===== config.mk =====
export PLATFORM = sky130hd
export DESIGN_NAME = load_reduce
export DESIGN_NICKNAME = d
export VERILOG_FILES = /design/src/rtl/riscv_pkg.sv /design/src/rtl/extend_unit.sv /design/src/rtl/load_reduce.sv
export SDC_FILE = /design/constraint.sdc
export NUM_CORES = 1
export LEC_CHECK = 0
export CORE_MARGIN = 5
export CORE_UTILIZATION = 38
export DETAILED_ROUTE_END_ITERATION = 7
export PLACE_DENSITY = 0.77
export SETUP_SLACK_MARGIN = 0.02
export SLEW_MARGIN = 40
export SYNTH_ARGS = -nofsm -noshare
export SYNTH_HDL_FRONTEND = slang
export SYNTH_HIERARCHICAL = 1
export SYNTH_SLANG_ARGS = --single-unit

===== constraint.sdc =====
create_clock -name clk -period 1.08 [get_ports clk]
set_input_delay 0.108 -clock clk [delete_from_list [all_inputs] [get_ports clk]]
set_output_delay 0.108 -clock clk [all_outputs]
set_load 0.02 [all_outputs]

===== src/rtl/riscv_pkg.sv =====
// Core-wide shared definitions.
// Load width/extension select codes used by decode and writeback.
package riscv_pkg;

    localparam int XLEN = 32;

    // bit0 = byte, bit1 = halfword, bit2 = unsigned
    localparam logic [2:0] WIDTH_WORD   = 3'b000;
    localparam logic [2:0] WIDTH_HALF_S = 3'b010;
    localparam logic [2:0] WIDTH_HALF_U = 3'b110;
    localparam logic [2:0] WIDTH_BYTE_S = 3'b001;
    localparam logic [2:0] WIDTH_BYTE_U = 3'b101;

endpackage


===== src/rtl/extend_unit.sv =====
// Sign- or zero-extends an N-bit value to the full data width.
// Used for the byte and halfword load paths.
module extend_unit
    import riscv_pkg::*;
#(
    parameter int N = 8
) (
    input  logic [N-1:0]    value,
    input  logic            isSigned,
    output logic [XLEN-1:0] extended
);

    logic fillBit;

    assign fillBit  = isSigned & value[N-1];
    assign extended = {{(XLEN-N){fillBit}}, value};

endmodule


===== src/rtl/load_reduce.sv =====
// Load-result width reducer for LW/LH/LHU/LB/LBU.
// Combinational result plus a registered copy for writeback.
module load_reduce
    import riscv_pkg::*;
(
    input  logic        clk,
    input  logic        reset,
    input  logic [31:0] BaseResult,
    input  logic [2:0]  WidthSrc,
    output logic [31:0] Result,
    output logic [31:0] ResultQ
);

    logic        isSigned;
    logic [31:0] byteExt;
    logic [31:0] halfExt;

    assign isSigned = ~WidthSrc[2];

    extend_unit #(.N(8)) byteExtend (
        .value    (BaseResult[7:0]),
        .isSigned (isSigned),
        .extended (byteExt)
    );

    extend_unit #(.N(16)) halfExtend (
        .value    (BaseResult[15:0]),
        .isSigned (isSigned),
        .extended (halfExt)
    );

    // Unused codes resolve to zero so nothing downstream sees X.
    always_comb begin
        Result = '0;
        unique case (1'b1)
            (WidthSrc == WIDTH_WORD):   Result = BaseResult;
            (WidthSrc == WIDTH_HALF_S): Result = halfExt;
            (WidthSrc == WIDTH_HALF_U): Result = halfExt;
            (WidthSrc == WIDTH_BYTE_S): Result = byteExt;
            (WidthSrc == WIDTH_BYTE_U): Result = byteExt;
            default:                    Result = '0;
        endcase
    end

    always_ff @(posedge clk or negedge reset) begin
        if (!reset) begin
            ResultQ <= '0;
        end else begin
            ResultQ <= Result;
        end
    end

endmodule


=== After elaboration in Yosys (flattened, before gate mapping) ===
Index checks and enable logic that the tools add are counted.

* Memory bits (writable): 0
* Bits in latches: 0
* Output and inout port bits: 64
* Memory bits (read-only): 0
* Logic and storage cells: 12
* Memories: 0
* Input bits: 37
* Bits in registers: 32

* Mux-type cells: 1
* Equal/unequal tests: 4
* Add/sub/neg operators: 0
* Bitwise gates (word level): 3
* Multiply operators: 0
* Shifts and indexed selects: 0
* Divide/modulo/power cells: 0
* $lt $le $gt $ge: 0
* Reduce and logical (&&, ||, !) cells: 3

{| class="wikitable"
|+ Operator list
! operator !! number
|-
| case mux 32 bit (3 select lines) || 1
|-
| == test 3 bit, second input constant || 2
|-
| OR reduction 2 bit || 2
|-
| == test 3 x 1 -> 1 bit, second input constant || 1
|-
| == test 3 x 2 -> 1 bit, second input constant || 1
|-
| zero test 3 bit || 1
|-
| bitwise AND 1 bit || 2
|-
| NOT 1 bit || 1
|}

=== Logic depth before layout (Yosys ltp) ===
Gate-level depths: netlist of the first run.

* Depth after elaboration: 3
* Mapped depth: 6
* Gate-level depth less buffers: 4

=== Cells and area by module ===
Netlist of the first run, hierarchy kept.

{| class="wikitable"
|+ By module, submodules not included
! module !! area each (sq um) !! seq. area each (sq um) !! cells each !! times used
|-
| load_reduce || 1905.6 || 800.8 || 157 || 1
|-
| extend_unit || 246.5 || 0.0 || 33 || 2
|}

=== Least setup slack after synthesis of the first run ===
No wires, ideal clock.

* Kind: input to register
* Start point: in WidthSrc[2]
* End point: reg ResultQ[20]
* Setup time: 0.172 ns
* Data arrival time: 1.332 ns
* Path buffers: 1
* Stages: 5
* Path slack: -0.424 ns
* Required time: 0.908 ns
* Cells stage by stage: inv_1 -> and2_1 -> buf_4 -> a22oi_1 -> o22ai_1

* Word-level cells in the longest chain between the ends: 3
* Elaborated cells between the ends (all ways): 11
* Classes of those cells: eq/ne: 4; mux: 1; bitwise: 3; reduce/logical: 3

{| class="wikitable"
|+ RTL lines
! element !! line !! source
|-
| from (decl) || load_reduce.sv:9 || <nowiki>input logic [2:0] WidthSrc,</nowiki>
|-
| NOT 1 bit || load_reduce.sv:18 || <nowiki>assign isSigned = ~WidthSrc[2];</nowiki>
|-
| bitwise AND 1 bit || extend_unit.sv:15 || <nowiki>assign fillBit = isSigned & value[N-1];</nowiki>
|-
| net byteExtend.fillBit || extend_unit.sv:13 || <nowiki>logic fillBit;</nowiki>
|-
| case mux 32 bit (3 select lines) || load_reduce.sv:35 || <nowiki>unique case (1'b1)</nowiki>
|-
| net Result[20] || load_reduce.sv:10 || <nowiki>output logic [31:0] Result,</nowiki>
|-
| to (signal assigned) || load_reduce.sv:49 || <nowiki>ResultQ <= Result;</nowiki>
|-
| to (decl) || load_reduce.sv:11 || <nowiki>output logic [31:0] ResultQ</nowiki>
|}

The timed path passes the listed nets, and every way through them passes these cells.

=== Worst setup path in the final report of the first run ===
* Start point: in WidthSrc[0]
* End point: out Result[25]

* Word-level cells in the longest chain between the ends: 3
* Elaborated cells between the ends (all ways): 8
* Classes of those cells: eq/ne: 4; mux: 1; reduce/logical: 3

{| class="wikitable"
|+ RTL lines
! element !! line !! source
|-
| == test 3 x 1 -> 1 bit, or another cell as far along || load_reduce.sv:39 || <nowiki>(WidthSrc == WIDTH_BYTE_S): Result = byteExt;</nowiki>
|-
| OR reduction 2 bit (no line) || -- ||
|-
| case mux 32 bit (3 select lines) (*) || load_reduce.sv:35 ||
|-
| to (decl) || load_reduce.sv:10 ||
|}

Mark *: on every way between the ends. The rest lies on a longest branch, timed or not.

==> key figures, run 1 <==
Run status
  – Outcome: complete, but fails checks
  – Failing checks: setup timing

Layout
  – Non-Filler Instances: 386
  – Largest registers: ResultQ (32)
  – Nets: 348
  – Share of cells above drive strength 1: 0.718
  – Most common cell after layout, fill and taps aside: buf_6
  – Area delta synth->final: 84.2%
  – Ant diodes: 0
  – # fillers: 426
  – Commonest non-fill, non-tap cells in the layout: 36 x buf_6, 32 x dfrtp_1, 29 x buf_4
  – Most flops, register: ResultQ
  – Max reg flops: 32

Yosys
  – Yosys Warn Count: 6
  – Synth Area per Inst: 10.8 um2
  – Synthesized area: 2400 um2
  – Synth area leader: dfrtp_1
  – Post-synth top area share: 0.334
  – Yosys reg bits: 32
  – Area contributors post-synth: dfrtp_1 33%, buf_4 21%, a221oi_2 18%
  – Post-synth net total: 263
  – Netlist cell types: 16
  – Register area share after synthesis: 0.334
  – Post-synthesis instance total: 223

Power
  – Flop pwr share: 0.310
  – P_sw: 1460 uW
  – Clk pwr share: 0.238
  – PwrDens: 950 nW/um2
  – Pleak: 0.00179 uW
  – Internal power component: 2730 uW
  – Gate power share: 0.451
  – Net Sw Frac: 0.349
  – Maximum VDD drop: 0.670 mV

Floorplanning
  – I/O pin count: 101
  – Die width: 89.4 um
  – Initial core utilization: 0.384
  – Cell Rows: 29
  – Total die area: 8000 um2
  – Die Y: 89.4 um
  – Core box area: 6240 um2

Worst setup path
  – Critical path endpoint category: primary output
  – Critical-path top delay cell: a221oi_4
  – Critical Path RT: 970 ps
  – Startpoint Class: input pin
  – CP peak stage delay: 270 ps
  – Delay-heaviest family, CP: buffers and inverters
  – Worst path most repeated cell: buf_6
  – CP arrival: 1340 ps
  – Setup CP Type: in -> out
  – Crit Path Max Fanout: 8
  – Crit path cell chain: buf_6 -> buf_6 -> ha_4 -> buf_6 -> buf_16 -> a221oi_4 -> o22ai_2 -> buf_6
  – CP bufs+invs: 5

Clock tree
  – CTS sink cnt: 32
  – CTS tree: yes
  – Worst-path clk slew: 70 ps
  – Clock buffer depth: 2
  – Htree depth: 2
  – Root Driver: clkbuf_8
  – Total CTS buffers: 5

Place
  – Port buffer count: 100
  – Dpl ws: -1160 ps
  – HPWL after detailed placement: 4.35 mm
  – Gp weighted congestion: 0.735
  – DP Cell Count: 354

Worst hold path
  – Worst hold path class: in -> reg

Routing
  – WL/cell: 19.8 um
  – First-pass iteration count of the detailed router: 4
  – DR vias: 2095
  – DR iter-0 viols: 73
  – Final ANT Viol Nets: 0
  – Final WL: 7.66 mm
  – Vias/cell: 5.43
  – # DRC: 0

Timing
  – Fmax: 0.689 GHz
  – Slew Limit Fails: 0
  – Final hold violation count: 0
  – Worst Hold Slack: 261 ps
  – Final Worst Setup Slack: -372 ps
  – Least-Margin Pin Slew: 355 ps
  – Unrepaired setup endpoints after global routing: yes
  – Slew HR: 0.763
  – Final min period: 1450 ps
  – Setup violations, final: 38
  – Tcrit/Tclk final: 1.34

Global route
  – Largest net degree at the start of global routing: 33
  – Total track usage: 0.188
  – Gr ovfl total: 0
  – Initial antenna violation count: 0
  – Vias in the first global route: 2268
  – First-pass GRT wire length: 11.5 mm

Job
  – Max capacitance violation total: 0
[worst paths after layout]
path | cells past startpoint | slack (ps) | to | from
max | 8 | -370 | Result[25] | WidthSrc[0]
min | 4 | 260 | ResultQ[7] | BaseResult[7]
max in group asynchronous | 3 | 580 | ResultQ[22] | reset
min in group asynchronous | 3 | 310 | ResultQ[26] | reset
[cell usage after synthesis]
master / number
buf_4: 66
dfrtp_1: 32
a22oi_1: 31
o22ai_1: 31
a221oi_2: 28
buf_6: 8
buf_2: 5
clkbuf_1: 5
inv_1: 4
a221oi_1: 3
ha_1: 3
and2_1: 2
nand2_1: 2
a32oi_1: 1
nand2b_1: 1
nand3b_1: 1
[per-layer routing]
layer	GRT usage	vias up	wire, um
li1	-	995	-
met1	0.223	1029	3040
met2	0.332	62	4040
met3	0.0442	9	488
met4	0.0595	0	93
met5	0	-	0
[power groups by stage]
stage | clock [uW] | combinational, uW | sequential [uW]
2_1_floorplan | 0 | 938 | 1440
3_3_place_gp | 0 | 1550 | 1320
3_5_place_dp | 0 | 1580 | 1320
4_1_cts | 1030 | 1820 | 1300
5_1_grt | 1090 | 2000 | 1310
6_report | 1000 | 1890 | 1300
[tightest hold or removal path, stage by stage]
cell,delay (ps)
buf_2,90
buf_4,160
a221oi_4,40
o22ai_2,90
[what timing repair did]
| item | 4_1_cts | 5_1_grt |
|---|---|---|
| setup buffers | 11 | 3 |
| pin swaps | 27 | 19 |
| resized for setup | 319 | 39 |
| endpoints found under the setup margin | 96 | 55 |
| hold endpoints to repair | 32 | 0 |
| gates cloned | 10 | 1 |
| hold buffers | 1 | 0 |
[stage by stage]
stage / instance area [um2] / TNS (ps) / util / total power, uW
4_1_cts: 4310 / -9100 / 0.691 / 4150
6_report: 4420 / -9180 / 0.708 / 4190
3_5_place_dp: 3670 / -54410 / 0.588 / 2910
2_1_floorplan: 2880 / -668 / - / 2370
5_1_grt: 4420 / -10790 / 0.708 / 4400
3_3_place_gp: 3670 / -53700 / 0.588 / 2880
[cells by family after synthesis]
group,after synthesis,share of synthesized area
flip-flops,32,0.334
adder cells (fa/ha/maj),3,0.0157
AND/OR/NAND/NOR,6,0.0141
buffers and inverters,88,0.269
AO/OA/AOI/OAI,94,0.368
[final cells by class]
class / count / area, um2 / share of cell area
Timing Repair Buffer: 162 / 1780 / 0.402
Clock buffer: 8 / 90.1 / 0.0204
Sequential cell: 32 / 801 / 0.181
Tap cell: 77 / 96.3 / 0.0218
Inverter: 4 / 30.0 / 0.00680
Multi-Input combinational cell: 103 / 1620 / 0.367
Power figures use the tool's default switching activity.
==> run 2, diff against run 1 <==
--- a/config.mk
+++ b/config.mk
@@ -5,6 +5,7 @@
 export SDC_FILE = /design/constraint.sdc
 export NUM_CORES = 1
 export LEC_CHECK = 0
+export CAP_MARGIN = 0
 export CORE_MARGIN = 5
 export CORE_UTILIZATION = 38
 export DETAILED_ROUTE_END_ITERATION = 7
==> results of run 2 <==
No change in the layout: final DEF, timing and power equal those of run 1.
